$ cat src/rtl/non_restoring_divider_m_if.sv
// Request/result bundle for the non-restoring divider: valid/ready in both
// directions, destination tag, and pipeline kill.
interface non_restoring_divider_m_if #(
    parameter int XLEN  = 64,
    parameter int TAG_W = 5
);
    logic             i_valid;
    logic             o_ready;
    logic [1:0]       i_op;
    logic             i_word;
    logic [XLEN-1:0]  i_dividend;
    logic [XLEN-1:0]  i_divisor;
    logic [TAG_W-1:0] i_tag;
    logic             i_kill;
    logic             o_valid;
    logic             i_ready;
    logic [XLEN-1:0]  o_result;
    logic [TAG_W-1:0] o_tag;
    logic             o_busy;

    modport slave (
        input  i_valid, i_op, i_word, i_dividend, i_divisor, i_tag, i_kill, i_ready,
        output o_ready, o_valid, o_result, o_tag, o_busy
    );

    modport master (
        output i_valid, i_op, i_word, i_dividend, i_divisor, i_tag, i_kill, i_ready,
        input  o_ready, o_valid, o_result, o_tag, o_busy
    );
endinterface

$ cat src/rtl/non_restoring_divider_m.sv
// Multi-cycle non-restoring divider for RV M-extension DIV/DIVU/REM/REMU (+W).
// Optional NON_RESTORING_EARLY_OUT_EN skips the iteration for trivial operands.
module non_restoring_divider_m #(
    parameter int XLEN  = 64,
    parameter int TAG_W = 5
) (
    input logic                      i_non_restoring_clk,
    input logic                      i_non_restoring_rstn,
    non_restoring_divider_m_if.slave bus
);
    localparam int CW = $clog2(XLEN + 1);

    typedef enum logic [2:0] {S_IDLE, S_PREP, S_DIVIDE, S_FIX, S_DONE} state_t;

    state_t           state_q, state_d;
    logic [1:0]       op_q, op_d;
    logic             word_q, word_d;
    logic [TAG_W-1:0] tag_q, tag_d;
    logic [XLEN-1:0]  rs1_q, rs1_d;
    logic [XLEN-1:0]  rs2_q, rs2_d;
    logic [XLEN:0]    a_q, a_d;
    logic [XLEN-1:0]  q_q, q_d;
    logic [XLEN-1:0]  m_q, m_d;
    logic [CW-1:0]    cnt_q, cnt_d;
    logic             qneg_q, qneg_d;
    logic             rneg_q, rneg_d;
    logic [XLEN-1:0]  aeff_q, aeff_d;
    logic             div0_q, div0_d;
    logic             ovf_q, ovf_d;
    logic             early_q, early_d;
    logic [XLEN-1:0]  result_q, result_d;
    logic [TAG_W-1:0] otag_q, otag_d;

    logic             is_word, is_signed, a_neg, b_neg, accept;
    logic [XLEN-1:0]  a_eff, b_eff, min_val, mag_a, mag_b;
    logic [XLEN:0]    a_sh, a_new;
    logic [XLEN-1:0]  a_fix, q_s, r_s, fix_res;

    assign bus.o_valid  = (state_q == S_DONE);
    assign bus.o_ready  = i_non_restoring_rstn &
                          ((state_q == S_IDLE) | ((state_q == S_DONE) & bus.i_ready));
    assign bus.o_busy   = (state_q != S_IDLE);
    assign bus.o_result = result_q;
    assign bus.o_tag    = otag_q;
    assign accept       = bus.i_valid & bus.o_ready & ~bus.i_kill;

    // Operand conditioning: W ops re-extend bits [31:0] to the full width.
    always_comb begin
        is_word   = (XLEN == 64) & word_q;
        is_signed = ~op_q[0];
        a_eff     = rs1_q;
        b_eff     = rs2_q;
        min_val   = '0;
        min_val[XLEN-1] = 1'b1;
        if (is_word) begin
            for (int i = 32; i < XLEN; i++) begin
                a_eff[i]   = is_signed & rs1_q[31];
                b_eff[i]   = is_signed & rs2_q[31];
                min_val[i] = 1'b1;
            end
            min_val[31] = 1'b1;
        end
        a_neg = is_signed & a_eff[XLEN-1];
        b_neg = is_signed & b_eff[XLEN-1];
        mag_a = a_neg ? -a_eff : a_eff;
        mag_b = b_neg ? -b_eff : b_eff;
    end

    // One non-restoring step; A carries an extra sign bit.
    always_comb begin
        a_sh  = {a_q[XLEN-1:0], q_q[XLEN-1]};
        a_new = a_q[XLEN] ? (a_sh + {1'b0, m_q}) : (a_sh - {1'b0, m_q});
    end

    // Final correction, sign application, and special-case override.
    always_comb begin
        a_fix = a_q[XLEN] ? (a_q[XLEN-1:0] + m_q) : a_q[XLEN-1:0];
        q_s   = qneg_q ? -q_q : q_q;
        r_s   = rneg_q ? -a_fix : a_fix;
        fix_res = op_q[1] ? r_s : q_s;
        if (div0_q)
            fix_res = op_q[1] ? aeff_q : '1;
        else if (ovf_q)
            fix_res = op_q[1] ? '0 : aeff_q;
        else if (early_q)
            fix_res = op_q[1] ? aeff_q : '0;
        if (is_word) begin
            for (int i = 32; i < XLEN; i++) fix_res[i] = fix_res[31];
        end
    end

    always_comb begin
        state_d  = state_q;
        op_d     = op_q;
        word_d   = word_q;
        tag_d    = tag_q;
        rs1_d    = rs1_q;
        rs2_d    = rs2_q;
        a_d      = a_q;
        q_d      = q_q;
        m_d      = m_q;
        cnt_d    = cnt_q;
        qneg_d   = qneg_q;
        rneg_d   = rneg_q;
        aeff_d   = aeff_q;
        div0_d   = div0_q;
        ovf_d    = ovf_q;
        early_d  = early_q;
        result_d = result_q;
        otag_d   = otag_q;

        if (accept) begin
            op_d    = bus.i_op;
            word_d  = bus.i_word;
            tag_d   = bus.i_tag;
            rs1_d   = bus.i_dividend;
            rs2_d   = bus.i_divisor;
            state_d = S_PREP;
        end

        unique case (state_q)
            S_IDLE: ;
            S_PREP: begin
                aeff_d = a_eff;
                qneg_d = a_neg ^ b_neg;
                rneg_d = a_neg;
                a_d    = '0;
                q_d    = is_word ? (mag_a << 32) : mag_a;
                m_d    = mag_b;
                cnt_d  = is_word ? CW'(32) : CW'(XLEN);
                div0_d = (b_eff == '0);
                ovf_d  = is_signed & (a_eff == min_val) & (b_eff == '1);
`ifdef NON_RESTORING_EARLY_OUT_EN
                early_d = (a_eff == '0) | (mag_a < mag_b);
                state_d = (div0_d | ovf_d | early_d) ? S_FIX : S_DIVIDE;
`else
                early_d = 1'b0;
                state_d = S_DIVIDE;
`endif
            end
            S_DIVIDE: begin
                a_d   = a_new;
                q_d   = {q_q[XLEN-2:0], ~a_new[XLEN]};
                cnt_d = cnt_q - CW'(1);
                if (cnt_q == CW'(1)) state_d = S_FIX;
            end
            S_FIX: begin
                result_d = fix_res;
                otag_d   = tag_q;
                state_d  = S_DONE;
            end
            S_DONE: begin
                if (bus.i_ready && !accept) state_d = S_IDLE;
            end
            default: state_d = S_IDLE;
        endcase

        if (bus.i_kill) state_d = S_IDLE;
    end

    always_ff @(posedge i_non_restoring_clk or negedge i_non_restoring_rstn) begin
        if (!i_non_restoring_rstn) begin
            state_q  <= S_IDLE;
            op_q     <= '0;
            word_q   <= 1'b0;
            tag_q    <= '0;
            rs1_q    <= '0;
            rs2_q    <= '0;
            a_q      <= '0;
            q_q      <= '0;
            m_q      <= '0;
            cnt_q    <= '0;
            qneg_q   <= 1'b0;
            rneg_q   <= 1'b0;
            aeff_q   <= '0;
            div0_q   <= 1'b0;
            ovf_q    <= 1'b0;
            early_q  <= 1'b0;
            result_q <= '0;
            otag_q   <= '0;
        end else begin
            state_q  <= state_d;
            op_q     <= op_d;
            word_q   <= word_d;
            tag_q    <= tag_d;
            rs1_q    <= rs1_d;
            rs2_q    <= rs2_d;
            a_q      <= a_d;
            q_q      <= q_d;
            m_q      <= m_d;
            cnt_q    <= cnt_d;
            qneg_q   <= qneg_d;
            rneg_q   <= rneg_d;
            aeff_q   <= aeff_d;
            div0_q   <= div0_d;
            ovf_q    <= ovf_d;
            early_q  <= early_d;
            result_q <= result_d;
            otag_q   <= otag_d;
        end
    end
endmodule

$ cat src/flat_wrapper.sv
// flat-port wrapper written by rule: the top's interface ports become plain ports
module non_restoring_divider_m_flat 
#(
    parameter int XLEN  = 64,
    parameter int TAG_W = 5
)
  (i_non_restoring_clk, i_non_restoring_rstn, bus_i_valid, bus_i_op, bus_i_word, bus_i_dividend, bus_i_divisor, bus_i_tag, bus_i_kill, bus_i_ready, bus_o_ready, bus_o_valid, bus_o_result, bus_o_tag, bus_o_busy);
  non_restoring_divider_m_if #(.XLEN(XLEN), .TAG_W(TAG_W)) bus_i ();
  input logic i_non_restoring_clk;
  input logic i_non_restoring_rstn;
  input wire logic [$bits(bus_i.i_valid)-1:0] bus_i_valid;
  input wire logic [$bits(bus_i.i_op)-1:0] bus_i_op;
  input wire logic [$bits(bus_i.i_word)-1:0] bus_i_word;
  input wire logic [$bits(bus_i.i_dividend)-1:0] bus_i_dividend;
  input wire logic [$bits(bus_i.i_divisor)-1:0] bus_i_divisor;
  input wire logic [$bits(bus_i.i_tag)-1:0] bus_i_tag;
  input wire logic [$bits(bus_i.i_kill)-1:0] bus_i_kill;
  input wire logic [$bits(bus_i.i_ready)-1:0] bus_i_ready;
  output wire logic [$bits(bus_i.o_ready)-1:0] bus_o_ready;
  output wire logic [$bits(bus_i.o_valid)-1:0] bus_o_valid;
  output wire logic [$bits(bus_i.o_result)-1:0] bus_o_result;
  output wire logic [$bits(bus_i.o_tag)-1:0] bus_o_tag;
  output wire logic [$bits(bus_i.o_busy)-1:0] bus_o_busy;
  assign bus_i.i_valid = bus_i_valid;
  assign bus_i.i_op = bus_i_op;
  assign bus_i.i_word = bus_i_word;
  assign bus_i.i_dividend = bus_i_dividend;
  assign bus_i.i_divisor = bus_i_divisor;
  assign bus_i.i_tag = bus_i_tag;
  assign bus_i.i_kill = bus_i_kill;
  assign bus_i.i_ready = bus_i_ready;
  assign bus_o_ready = bus_i.o_ready;
  assign bus_o_valid = bus_i.o_valid;
  assign bus_o_result = bus_i.o_result;
  assign bus_o_tag = bus_i.o_tag;
  assign bus_o_busy = bus_i.o_busy;
  non_restoring_divider_m #(.XLEN(XLEN), .TAG_W(TAG_W)) u_core (.i_non_restoring_clk(i_non_restoring_clk), .i_non_restoring_rstn(i_non_restoring_rstn), .bus(bus_i));
endmodule
$ cat config.mk
export PLATFORM = sky130hd
export DESIGN_NAME = non_restoring_divider_m_flat
export DESIGN_NICKNAME = d
export VERILOG_FILES = /design/src/rtl/non_restoring_divider_m_if.sv /design/src/rtl/non_restoring_divider_m.sv /design/src/flat_wrapper.sv
export SDC_FILE = /design/constraint.sdc
export NUM_CORES = 2
export LEC_CHECK = 0
export CAP_MARGIN = 10
export CORE_ASPECT_RATIO = 0.75
export CORE_MARGIN = 3
export CORE_UTILIZATION = 36
export CTS_CLUSTER_DIAMETER = 150
export CTS_CLUSTER_SIZE = 40
export DETAILED_ROUTE_END_ITERATION = 8
export DONT_BUFFER_PORTS = 1
export PLACE_DENSITY_LB_ADDON = 0.25
export SLEW_MARGIN = 10
export SYNTH_ARGS = -nofsm -noshare
export SYNTH_HDL_FRONTEND = slang
export SYNTH_SLANG_ARGS = --single-unit
$ cat constraint.sdc
create_clock -name i_non_restoring_clk -period 8.3 [get_ports i_non_restoring_clk]
set_input_delay 0.415 -clock i_non_restoring_clk [delete_from_list [all_inputs] [get_ports i_non_restoring_clk]]
set_output_delay 0.415 -clock i_non_restoring_clk [all_outputs]
set_load 0.1 [all_outputs]
==> flow_summary.yaml <==
critical_path:
  worst-path-max-fanout: 8
  critPathLaunchType: "flip-flop"
  rr_startpoint: "u_core.m_q[6]$_DFFE_PN0P_"
  timing.reg2reg.worst_path_depth: 20
  timing.reg2reg.setup_slack_ps: 1780
  path_class: "flip-flop to flip-flop"
  worst_ep_required_time_ps: 8800
  cp.arrival_ps: 7010
  reg2reg_to: "u_core.a_q[58]$_DFFE_PN0P_"
  endpoint_kind: "flip-flop"
synth:
  flip_flop_and_latch_count_after_synthesis: 476
  post_synth_inst_count: 4615
  commonest_cells_in_the_netlist: "sky130_fd_sc_hd__nand2_1, sky130_fd_sc_hd__dfrtp_1, sky130_fd_sc_hd__o21ai_0, sky130_fd_sc_hd__a21oi_1, sky130_fd_sc_hd__nor2_1"
  synth.area.top_cells: "sky130_fd_sc_hd__dfrtp_1, sky130_fd_sc_hd__o21ai_0, sky130_fd_sc_hd__nand2_1, sky130_fd_sc_hd__a21oi_1, sky130_fd_sc_hd__ha_1"
  number_of_distinct_library_cell_variants_in_the_gate_level_netlist_after_synthesis: 103
  synth-seq-area-share: 0.320
  synth-edff-count: 0
  avgSynthCellArea_um2: 8.06
  total_nets_after_synthesis: 4893
  yosys_warnings: 0
  post_synth_instance_area_um2: 37200
  postSynth.topFlopCell: "sky130_fd_sc_hd__dfrtp_1"
  ys_async_sr_fraction: 1.00
  synth_top_area_share: 0.320
  synth_top_area_cell: "sky130_fd_sc_hd__dfrtp_1"
  most_repeated_cell_in_the_gate_level_netlist_after_synthesis: "sky130_fd_sc_hd__nand2_1"
timing:
  slew_headroom: -1.34
  hold_violations: 121
  max_clock_freq_ghz: 0.153
  worst_clock_skew_ps: 52.3
  finalSetupTns_ps: 0
  timing.final.ws_setup_ps: 1780
  min_period_over_period: 0.785
  timing.final.max_slew_violations: 402
  grt_setup_unrepaired: "no"
  period_needed_ps: 6520
  timing_worst_slew_pin_value_ps: 3510
  setup-violations-final: 0
  hold_slack_ps: -537
route:
  vias_per_cell: 6.19
  drc_errors: 0
  1st_iter_drt_viols: 4871
  post_drt_wl_per_cell_um: 25.8
  detail_route.first_pass.iterations: 8
  via_count: 36323
  totalWireLength_um: 151000
  ant_nets: 0
placed_design:
  gpl.final_weighted_congestion: 0.991
  placement.setup.worst_slack_ps: 1990
  port_buffers: 0
  place_hpwl_um: 117000
outcome:
  run_status: "finished, violations left"
  violations_in_the_final_reports: "hold timing, slew limit"
pwr:
  total_power_mw: 18.2
  internal_power_mw: 7.84
  power_switching_share: 0.570
  worst_ir_drop_vdd_mv: 0.234
  power-per-cell-area_nw_per_um2: 455
  leakage_nw: 16.3
  p_comb_frac: 0.653
  clockPowerShare: 0.067
  switching_power_mw: 10.4
  sequentialPowerShare: 0.280
global_routing:
  grt_antenna_before_repair: 1
  grt_max_degree: 478
  grt_pass1_wl_um: 225000
  grt_pass1_vias: 32289
  global_route.usage.total: 0.273
  grt_overflow: 0
floorplanning:
  io_pins: 213
  core_region_area_um2: 102000
  initial_utilization: 0.365
  chipWidth_um: 377
  floorplan.die_area_um2: 107000
  die_span_in_y_um: 284
  std_cell_rows: 101
cts:
  cts.sinks: 476
  clk_root_buf: "sky130_fd_sc_hd__clkbuf_16"
  clock_latency_ps: 630
  tritoncts_clock_tree: "done"
  post_cts_hold_buffer_count: 137
  clk_transition_reported_paths_ps: 170
  cts_inserted_buffers: 16
  max-clock-path-buffers: 3
  cts_resized: 0
  cts_post_setup_buffers_inserted: 0
  cts_max_level: 1
layout:
  final_layout_size_suffix_gt1_frac: 0.0691
  num-nets-final: 4800
  area.growth.synth_to_final_pct: 7.64
  fillCellCount: 10531
  final_core_util: 0.393
job:
  max_capacitance_violation_count: 0
worst_hold_path:
  min_path_type: "input port to asynchronous set/reset pin"
==> layout by cell type (no fill, tap or decap), drive strengths merged, types with 28 or more instances in the layout <==
cell type      n
a21o          70
mux2i         48
o21a          36
nand2        599
dfrtp        476
a22oi         71
nand4         74
nor2         367
o31ai         71
inv           79
or4           28
nor4          60
mux2         146
xor2         188
or3           55
ha           135
a21oi        399
nand3         63
nor3         121
a31oi         45
nor2b         28
a211oi        42
buf           55
dlygate4sd3  137
o22ai         29
o211ai        33
xnor2        173
o21ai        466
a221oi        29
o41ai         30
==> per-stage QoR <==
step | hold WS [ps] | area (µm²) | cells
finish | -537 | 40000 | 5868
global route | -549 | 40000 | 5867
detailed placement | 177 | 38200 | 5706
CTS | -509 | 40000 | 5867
global placement | 177 | 38200 | 5706
floorplan | 119 | 37200 | 4615
==> power by group through the flow <==
stage	combinational (mW)	clock, mW	sequential (mW)
6_report	11.9	1.22	5.10
5_1_grt	12.9	1.31	5.16
4_1_cts	11.6	1.25	5.00
3_5_place_dp	11.5	0	5.05
3_3_place_gp	11.5	0	5.04
2_1_floorplan	8.37	0	4.21
==> logic make-up (layout without fill, tap and decap cells) <==
group	Yosys count	in the layout	synth area share
fa+ha+maj	137	137	0.0465
buf+inv	382	295	0.0398
compound gates	1500	1500	0.253
other cells	0	1	0
xor+xnor	361	361	0.0850
mux	194	194	0.0571
simple gates	1565	1565	0.198
flops	476	476	0.320
==> cell type report <==
cell class              count  area, µm²  area share
well taps                1339       1680      0.0418
clock inverters             4       57.6     0.00144
flip-flops and latches    476      11900       0.298
inverters                  79        297     0.00741
diodes                      1       2.50   0.0000625
repair buffers            192       1800      0.0449
multi-input cells        3757      23800       0.596
clock buffers              20        437      0.0109
==> per-layer routing <==
layer	global-route usage	vias to the layer above	wire length, µm
li1	-	16663	-
met1	0.436	17696	72500
met2	0.348	1827	56300
met3	0.0868	137	19000
met4	0.0551	0	3640
met5	0	-	0
==> sequential cells by signal, indices dropped and copies added (netlist names), 2 cells and up <==
name and count:
u_core.rs1_q 64, u_core.m_q 64, u_core.op_q 2, u_core.rs2_q 64, u_core.tag_q 5, u_core.bus.o_result 64, u_core.a_q 65, u_core.state_q 3
u_core.aeff_q 64, u_core.cnt_q 7, u_core.bus.o_tag 5, u_core.q_q 64
==> worst max-delay path, stage by stage, from the launching register on <==
cell,delay (ps)
sky130_fd_sc_hd__dfrtp_1,490
sky130_fd_sc_hd__or4_1,600
sky130_fd_sc_hd__nor3_1,670
sky130_fd_sc_hd__and2_1,300
sky130_fd_sc_hd__nand2b_1,150
sky130_fd_sc_hd__nor3_1,520
sky130_fd_sc_hd__and3_1,370
sky130_fd_sc_hd__nand2_1,70
sky130_fd_sc_hd__nor2_1,430
sky130_fd_sc_hd__nor2_1,100
sky130_fd_sc_hd__xor2_1,160
sky130_fd_sc_hd__ha_1,370
sky130_fd_sc_hd__a21o_1,180
sky130_fd_sc_hd__a21o_1,170
sky130_fd_sc_hd__a221o_1,340
sky130_fd_sc_hd__a31oi_1,340
sky130_fd_sc_hd__o21ai_0,250
sky130_fd_sc_hd__a41o_1,340
sky130_fd_sc_hd__a21oi_1,200
sky130_fd_sc_hd__mux2i_1,190
sky130_fd_sc_hd__o221ai_1,110
==> worst max path at each step <==
| stage | startpoint | end | slack [ps] |
|---|---|---|---|
| finish | u_core.m_q[6]$_DFFE_PN0P_ | u_core.a_q[58]$_DFFE_PN0P_ | 1780 |
| global route | u_core.m_q[1]$_DFFE_PN0P_ | u_core.a_q[58]$_DFFE_PN0P_ | 1390 |
| CTS | u_core.m_q[6]$_DFFE_PN0P_ | u_core.a_q[58]$_DFFE_PN0P_ | 1930 |
| detailed placement | u_core.m_q[6]$_DFFE_PN0P_ | u_core.a_q[58]$_DFFE_PN0P_ | 1990 |
| global placement | u_core.m_q[6]$_DFFE_PN0P_ | u_core.a_q[58]$_DFFE_PN0P_ | 1990 |
| floorplan | u_core.a_q[64]$_DFFE_PN0P_ | u_core.a_q[61]$_DFFE_PN0P_ | 1610 |
(Power assumes the default switching activity.)
